<file path="src/rtl/cfg_chain_loader.sv">
`default_nettype none
// ============================================================================
// Module   : cfg_chain_loader
// Brief    : Daisy-chained serial configuration loader. Forwards the stream
//            downstream with one cycle of latency and atomically commits the
//            payload of frames addressed to this tile (or broadcast) to cfg.
// Revision : 1.0 - initial release
// ============================================================================
module cfg_chain_loader #(
    parameter int CFG_SIZE = 256,
    parameter int ID_WIDTH = 3,
    parameter int ID       = 7
) (
    input  logic                clk,
    input  logic                crst_n,
    input  logic                cfg_in_start,
    input  logic                cfg_bit_in,
    output logic                cfg_out_start,
    output logic                cfg_bit_out,
    output logic [CFG_SIZE-1:0] cfg,
    output logic                cfg_busy,
    output logic                cfg_done
);

    localparam int c_CNT_W = $clog2(((ID_WIDTH > CFG_SIZE) ? ID_WIDTH : CFG_SIZE) + 1);

    localparam logic [c_CNT_W-1:0]  c_CNT_HDR     = c_CNT_W'(ID_WIDTH - 1);
    localparam logic [c_CNT_W-1:0]  c_CNT_PAYLOAD = c_CNT_W'(CFG_SIZE);
    localparam logic [c_CNT_W-1:0]  c_CNT_ONE     = c_CNT_W'(1);
    localparam logic [ID_WIDTH-1:0] c_ID          = ID_WIDTH'(ID);
    localparam logic [ID_WIDTH-1:0] c_BCAST       = {ID_WIDTH{1'b1}};

    localparam logic [1:0] c_IDLE = 2'd0;
    localparam logic [1:0] c_HDR  = 2'd1;
    localparam logic [1:0] c_LOAD = 2'd2;
    localparam logic [1:0] c_SKIP = 2'd3;

    logic [1:0]          r_state;
    logic [c_CNT_W-1:0]  r_cnt;
    logic [ID_WIDTH-1:0] r_hdr;
    logic [CFG_SIZE-1:0] r_shadow;
    logic [CFG_SIZE-1:0] r_cfg;
    logic                r_done;
    logic                r_out_start;
    logic                r_bit_out;

    logic [1:0]          w_state_next;
    logic [c_CNT_W-1:0]  w_cnt_next;
    logic [ID_WIDTH-1:0] w_hdr_next;
    logic [CFG_SIZE-1:0] w_shadow_next;
    logic                w_commit;
    logic [ID_WIDTH-1:0] w_hdr_first;
    logic [ID_WIDTH-1:0] w_hdr_shift;
    logic [CFG_SIZE-1:0] w_shadow_shift;
    logic                w_match_first;
    logic                w_match_shift;

    always_comb begin
        w_hdr_first    = ID_WIDTH'(cfg_bit_in);
        w_hdr_shift    = (r_hdr << 1) | ID_WIDTH'(cfg_bit_in);
        w_shadow_shift = (r_shadow << 1) | CFG_SIZE'(cfg_bit_in);
        w_match_first  = (w_hdr_first == c_ID) || (w_hdr_first == c_BCAST);
        w_match_shift  = (w_hdr_shift == c_ID) || (w_hdr_shift == c_BCAST);
    end

    always_comb begin
        w_state_next  = r_state;
        w_cnt_next    = r_cnt;
        w_hdr_next    = r_hdr;
        w_shadow_next = r_shadow;
        w_commit      = 1'b0;

        // A start strobe always wins: it aborts any frame in flight, even on
        // its final payload bit, and begins a new header with this bit.
        if (cfg_in_start) begin
            w_hdr_next = w_hdr_first;
            if (ID_WIDTH == 1) begin
                w_cnt_next   = c_CNT_PAYLOAD;
                w_state_next = w_match_first ? c_LOAD : c_SKIP;
            end else begin
                w_cnt_next   = c_CNT_HDR;
                w_state_next = c_HDR;
            end
        end else begin
            case (r_state)
                c_HDR: begin
                    w_hdr_next = w_hdr_shift;
                    if (r_cnt == c_CNT_ONE) begin
                        w_cnt_next   = c_CNT_PAYLOAD;
                        w_state_next = w_match_shift ? c_LOAD : c_SKIP;
                    end else begin
                        w_cnt_next = r_cnt - c_CNT_ONE;
                    end
                end
                c_LOAD: begin
                    w_shadow_next = w_shadow_shift;
                    w_cnt_next    = r_cnt - c_CNT_ONE;
                    if (r_cnt == c_CNT_ONE) begin
                        w_commit     = 1'b1;
                        w_state_next = c_IDLE;
                    end
                end
                c_SKIP: begin
                    w_cnt_next = r_cnt - c_CNT_ONE;
                    if (r_cnt == c_CNT_ONE) begin
                        w_state_next = c_IDLE;
                    end
                end
                default: begin
                    w_state_next = c_IDLE;
                end
            endcase
        end
    end

    always_ff @(posedge clk or negedge crst_n) begin
        if (!crst_n) begin
            r_state     <= c_IDLE;
            r_cnt       <= '0;
            r_hdr       <= '0;
            r_shadow    <= '0;
            r_cfg       <= '0;
            r_done      <= 1'b0;
            r_out_start <= 1'b0;
            r_bit_out   <= 1'b0;
        end else begin
            r_state     <= w_state_next;
            r_cnt       <= w_cnt_next;
            r_hdr       <= w_hdr_next;
            r_shadow    <= w_shadow_next;
            r_done      <= w_commit;
            r_out_start <= cfg_in_start;
            r_bit_out   <= cfg_bit_in;
            if (w_commit) begin
                r_cfg <= w_shadow_shift;
            end
        end
    end

    assign cfg           = r_cfg;
    assign cfg_done      = r_done;
    assign cfg_out_start = r_out_start;
    assign cfg_bit_out   = r_bit_out;
    assign cfg_busy      = (r_state != c_IDLE);

endmodule
`default_nettype wire

</file>
<file path="config.mk">
export PLATFORM = sky130hd
export DESIGN_NAME = cfg_chain_loader
export DESIGN_NICKNAME = d
export VERILOG_FILES = /design/src/rtl/cfg_chain_loader.sv
export SDC_FILE = /design/constraint.sdc
export NUM_CORES = 1
export LEC_CHECK = 0
export CAP_MARGIN = 20
export CORE_MARGIN = 5
export CORE_UTILIZATION = 52
export CTS_CLUSTER_DIAMETER = 80
export DETAILED_ROUTE_END_ITERATION = 10
export GPL_ROUTABILITY_DRIVEN = 0
export PLACE_DENSITY = 0.76
export SYNTH_ARGS = -nofsm -noshare
export SYNTH_HDL_FRONTEND = slang
export SYNTH_SLANG_ARGS = --single-unit
</file>
<file path="constraint.sdc">
create_clock -name clk -period 2.55 [get_ports clk]
set_clock_uncertainty 0.15 [all_clocks]
set_input_delay 0.51 -clock clk [delete_from_list [all_inputs] [get_ports clk]]
set_output_delay 0.51 -clock clk [all_outputs]
set_load 0.02 [all_outputs]
</file>
==> metrics, run 1 <==
top-count cell post-synth=dfrtp_1; Compound-Gate Fraction of Synth Area=0.00756; WL met1=about 17 mm; critical path's largest stage delay=about 480 ps; YS warnings=0; CP Cell Sequence=nor2_4 > inv_1 > dlygate4sd2_1; WL final=about 39 mm; Final setup viols=0; router iterations before antenna repair=5; syn avg cell area=about 17 µm²; Top FF cell, synth=dfrtp_1; R2R Setup Slk=slightly below 300 ps; worst skew pair latency=between 500 and 600 ps; total track usage=0.184; die area=roughly 43,000 µm²; RSZ-0062 raised after global routing=false; via count=10,500; largest area contributor in the netlist=dfrtp_1; f_max=0.426 GHz; Layout area overhead=25.3%; Pwr Density=around 670 nW/µm²; Post-synth EDFFs=0; grt ovf=0; WP buf/inv=2; crit-path max FO=10; clock root buffer=clkbuf_16; global-route wire length before repair=roughly 66 mm; drc violations=0; overall die width=207 µm; worst r2r dst=cfg[59]; Iteration-0 DRC Markers=between 300 and 400; synth cell count leaders=527 x dfrtp_1, 292 x mux2_2, 120 x mux2_1, 100 x mux2_4, 28 x buf_2; Initial Util=0.524; simple-gate share of the synthesized area=0.0100; CTS tree=done; Final Hold Fails=0; total chip power=roughly 17,000 µW; Startpoint Class=flip-flop; Nets=1,457; family with the most delay on the worst path=flip-flops; Final Max Tran Viols=0; largest family of logic cells by synthesized area=multiplexers; Synth Area in Adders=0.00124; crit path DAT=roughly 1700 ps; Yosys top cell area share=0.653; Num CTS Buffers=52; CP max stage cell=dfrtp_2; Post-DRT Antenna Nets=0; post-synthesis mux area share=0.305; largest net degree at the start of global routing=85; fin crit share=0.920; Setup CP Type=flip-flop to output port; vias per cell=around 5.2; Syn Std Cell Area=roughly 20,000 µm²; relative max-transition margin=0.611; Hold Crit Class=input pin to async pin; register area share after synthesis=0.653; Clock Path Buffers=3; Worst Reg-to-Reg Cells=7; max_cap viols=0; met2 wire len=18.0 mm; share of cells above drive strength 1=0.351; H-tree lvl count=2; outcome=finished clean; post-synthesis xor/xnor area fraction=0.000434; FF+latch count, synth=527; Slew @ Worst Pin=584 ps; met3 wire len=3.05 mm; Clock Pin Slew Worst Setup and Hold Paths=70 ps; routed len/inst=around 19 µm; initial antenna violation count=0; min setup slack post-route=between 200 and 250 ps; CORE AREA=between 30,000 and 40,000 µm²; Fin Setup TNS=0 ps; syn_nets=roughly 1,200; Syn Inst Count=between 1,000 and 1,500; leakage=between 0.01 and 0.015 µW; dpl hpwl=between 20 and 30 mm; Top Ports=roughly 260; Worst VDD drop=between 0.5 and 0.6 mV; clk sinks=527; PortBufs=263; worst r2r src=r_cnt[1]; n_diodes=0; Worst Setup End Kind=output port; Synth cell types=37; Max Used Layer=met4; row count=just over 70; crit path time final=2350 ps; pre-CTS setup slack=-75.8 ps; vias in the first global route=roughly 11,000; Vert. Die Dim=207 µm; postcts setup bufs=0; WP data required=around 1900 ps; Synth area leaders=dfrtp_1 65%, mux2_2 16%, mux2_4 7.4%; ys async rst share=1.00
final cells by class:
class	instances	area, µm²
Fill cell	2755	13200
Sequential cell	527	13200
Multi-Input combinational cell	566	6560
Timing Repair Buffer	299	3120
Clock buffer	76	1560
Tap cell	518	648
Clock inverter	15	210
Inverter	5	18.8
logic make-up after synthesis:
family | Yosys count
multiplexers | 513
AO/OA/AOI/OAI | 23
AND/OR/NAND/NOR | 27
XOR/XNOR | 1
flip-flops | 527
adder cells (fa/ha/maj) | 2
buffers and inverters | 64
layout by cell type (no fill, tap or decap), types with 3 or more instances in the layout:
master,n
dfrtp_1,526
mux2_2,292
clkdlybuf4s50_1,261
mux2_1,120
mux2_4,100
clkbuf_16,53
buf_4,18
buf_12,17
clkbuf_8,15
clkbuf_1,8
clkinv_2,7
a21oi_1,6
nor2_1,6
o21ai_0,5
bufinv_16,5
inv_1,4
or4_1,3
o41ai_1,3
o31ai_1,3
a221oi_1,3
sequential cells by signal, indices dropped and copies added, names as in the netlist:
register,flops
r_state,2
cfg_done,1
cfg_bit_out,1
r_hdr,2
r_cnt,9
cfg,256
r_shadow,255
cfg_out_start,1
report_power, final:
part           total [µW]  internal [µW]  leakage (µW)  switching, µW
registers            8510           8420       0.00734           91.0
logic                 504            172       0.00458            332
clock network        7820           4730      0.000878           3090
total               16800          13300        0.0128           3510
metal layers:
layer,track usage,vias up
li1,-,4721
met1,0.253,5504
met2,0.280,237
met3,0.0673,57
met4,0.0481,0
met5,0,-
through the flow:
| stage | utilization | cells | cell area, µm² | hold slack [ps] |
|---|---|---|---|---|
| after CTS | 0.656 | 2006 | 25300 | 265 |
| final | 0.656 | 2006 | 25300 | 277 |
| after detailed placement | 0.610 | 1914 | 23500 | 302 |
| after global placement | 0.610 | 1914 | 23500 | 302 |
| after floorplan | - | 1157 | 20200 | 64.4 |
| after global routing | 0.656 | 2006 | 25300 | 299 |
worst max path at each step:
stage / slack (ps) / start / depth (start not counted) / endpoint
floorplan: 570 / r_cnt[1] / 8 / cfg[226]
finish: 200 / r_state[1] / 3 / cfg_busy
detailed placement: -80 / cfg_in_start / 5 / r_shadow[156]
global placement: -50 / cfg_in_start / 5 / r_shadow[150]
global route: 110 / r_state[1] / 3 / cfg_busy
CTS: 160 / r_state[1] / 3 / cfg_busy
worst register-to-register path, stage by stage, from the launching register on:
cell	delay (ps)
dfrtp_1	420
inv_1	100
ha_1	160
nor4b_4	340
nand3_4	170
buf_12	200
buf_4	230
mux2_1	350
timing repair:
| item | 4_1_cts | 5_1_grt |
|---|---|---|
| hold endpoints to repair | 29 | 0 |
| setup endpoints to repair | 1 | 0 |
| hold buffers | 1 | 0 |
| resized for setup | 4 | 0 |
(Power assumes the default switching activity.)
==> run 2: changes to the inputs <==
SKIP_LAST_GASP = 1   (was not set)
==> results of run 2 <==
Final layout, timing and power as in run 1 (identical DEF).
==> run 3: changes to the inputs <==
CTS_BUF_LIST = sky130_fd_sc_hd__clkbuf_4 sky130_fd_sc_hd__clkbuf_8 sky130_fd_sc_hd__clkbuf_16   (was not set)
GPL_TIMING_DRIVEN = 0   (was not set)
==> metrics, run 3 (same netlist as run 1, synthesis figures left out) <==
WP buf/inv=3 (was 2); Reg power frac=0.502 (was 0.505); Worst Setup End Kind=output port (unchanged); Slew @ Worst Pin=688 ps (was 584 ps); Final Max Tran Viols=0 (unchanged); router iterations before antenna repair=4 (was 5); Layout area overhead=26.0% (was 25.3%); sw frac=0.208 (was 0.209); WL final=38.1 mm (was 38.9 mm); Num CTS Buffers=54 (was 52); Initial Util=0.524 (unchanged); worst r2r src=r_state[1] (was r_cnt[1]); outcome=finished clean (unchanged); Logic pwr share=0.030 (about the same); hold depth=1; CORE AREA=38,600 µm² (unchanged); Fin Setup TNS=0 ps (unchanged); relative max-transition margin=0.541 (was 0.611); largest net degree at the start of global routing=123 (was 85); f_max=0.418 GHz (was 0.426 GHz); die area=42,900 µm² (unchanged); Pwr Density=664 nW/µm² (was 665 nW/µm²); vias per cell=5.12 (was 5.24); switching pwr=3520 µW (was 3510 µW); WP data required=1890 ps (about the same); Largest register FFs=256 (unchanged); Nets=1,487 (was 1,457); total track usage=0.180 (was 0.184); share of cells above drive strength 1=0.370 (was 0.351); routed len/inst=18.7 µm (was 19.4 µm); vias in the first global route=11,800 (was 11,400); Hold Crit Class=flip-flop to flip-flop (was input pin to async pin); clk sinks=527 (unchanged); crit path DAT=1730 ps (was 1690 ps); overall die width=207 µm (unchanged); H-tree lvl count=2 (unchanged); sequential cell area=13,200 µm² (about the same); worst hold slack=336 ps (was 277 ps); clock root buffer=clkbuf_16 (unchanged); worst r2r dst=r_shadow[129] (was cfg[59]); Worst VDD drop=0.590 mV (was 0.516 mV); drc violations=0 (unchanged); CTS tree=done (unchanged); row count=72 (unchanged); Clock Path Buffers=3 (unchanged); max_cap viols=0 (unchanged); global-route wire length before repair=64.2 mm (was 65.5 mm); Top Ports=264 (unchanged); P_int=13,400 µW (was 13,300 µW); crit-path max FO=10 (unchanged); Clk network pwr share=0.468 (was 0.465); family with the most delay on the worst path=buffers and inverters (was flip-flops); CP max stage cell=dfrtp_1 (was dfrtp_2); Setup CP Type=flip-flop to output port (unchanged); Hold Path End=cfg[80]; footprint of the multi-input gates=6550 µm² (was 6560 µm²); RSZ-0062 raised after global routing=false (unchanged); Final setup viols=0 (unchanged); worst skew pair latency=580 ps (about the same); min-delay src=cfg[80]; most frequent cells in the layout=527 x dfrtp_1, 292 x mux2_2, 261 x clkdlybuf4s50_1, 120 x mux2_1, 100 x mux2_4 (was 526 x dfrtp_1, 292 x mux2_2, 261 x clkdlybuf4s50_1, 120 x mux2_1, 100 x mux2_4); initial antenna violation count=0 (unchanged); Post-DRT Antenna Nets=0 (unchanged); CP Cell Sequence=buf_2 > nor2_4 > inv_1 > dlygate4sd2_1 (was nor2_4 > inv_1 > dlygate4sd2_1); Iteration-0 DRC Markers=320 (was 347); Worst Reg-to-Reg Cells=5 (was 7); # fillers=2,741 (was 2,755); R2R Setup Slk=230 ps (was 290 ps); via count=10,500 (about the same); dpl hpwl=25.7 mm (was 25.9 mm); leakage=0.0130 µW (was 0.0128 µW); commonest non-fill, non-tap cell in the layout=dfrtp_1 (unchanged); fin crit share=0.937 (was 0.920); critical path's largest stage delay=360 ps (was 480 ps); Final Hold Fails=0 (unchanged); Startpoint Class=flip-flop (unchanged); crit path time final=2390 ps (was 2350 ps); PortBufs=263 (unchanged); n_diodes=0 (unchanged); Clock Pin Slew Worst Setup and Hold Paths=70 ps (about the same); Vert. Die Dim=207 µm (unchanged); grt ovf=0 (unchanged)
==> run 3: cell types whose count changed in the layout (fill, tap and decap cells not counted), sizes merged <==
cell | before | now
clkinv | 7 | 4
clkbuf | 76 | 93
bufinv | 5 | 1
buf | 36 | 61
==> run 3: through the flow <==
stage / power (µW) / util / cells / cell area [µm²] / setup slack [ps]
5_1_grt: 17600 / 0.660 / 2041 / 25400 / 27.4
3_3_place_gp: 9120 / 0.609 / 1938 / 23500 / -21520
2_1_floorplan: 8890 / - / 1157 / 20200 / 574
4_1_cts: 17100 / 0.660 / 2041 / 25400 / 35.1
3_5_place_dp: 9150 / 0.612 / 1942 / 23600 / -607
6_report: 16900 / 0.660 / 2041 / 25400 / 160
==> run 3: how the worst max path moves through the flow <==
stage | cells after the start | from | to | slack (ps)
6_report | 4 | r_state[1] | cfg_busy | 160
5_1_grt | 4 | crst_n | r_shadow[53] | 30
4_1_cts | 4 | r_state[1] | cfg_busy | 40
3_5_place_dp | 5 | cfg_in_start | r_shadow[98] | -610
3_3_place_gp | 1 | crst_n | cfg[41] | -21520
2_1_floorplan | 8 | r_cnt[1] | cfg[226] | 570
==> run 3: metal layers <==
| layer | vias up | global-route usage | part of all wire |
|---|---|---|---|
| li1 | 4764 | - | - |
| met1 | 5424 | 0.241 | 0.44 |
| met2 | 221 | 0.280 | 0.46 |
| met3 | 44 | 0.0749 | 0.083 |
| met4 | 0 | 0.0415 | 0.017 |
| met5 | - | 0 | 0 |
==> run 3: worst reg2reg max path, delay by kind of cell, from the launching register on <==
| kind | cells | cell delay [ps] |
|---|---|---|
| buf+inv | 3 | 970 |
| mux | 1 | 370 |
| simple gates | 1 | 380 |
| flops | 1 | 320 |
==> run 3: repair_timing <==
item	4_1_cts	5_1_grt
setup buffers	0	0
gates cloned	0	0
setup endpoints to repair	101	101
endpoints found under the hold margin	84	0
resized for setup	3	3
hold buffers	1	0
==> run 3: layout make-up <==
class,count,share of cell area
Clock buffer,90,0.0692
Buffer,59,0.0177
Inverter,5,0.000737
Clock inverter,8,0.00305
Tap cell,518,0.0255
Timing Repair Buffer,268,0.108
Sequential cell,527,0.518
Multi-Input combinational cell,566,0.257
==> run 3: power groups by stage <==
stage / registers (µW) / logic (µW) / clock network [µW]
floorplan: 8630 / 261 / 0
global placement: 8650 / 474 / 0
detailed placement: 8640 / 515 / 0
CTS: 8480 / 520 / 8120
global route: 8490 / 586 / 8490
finish: 8490 / 508 / 7910
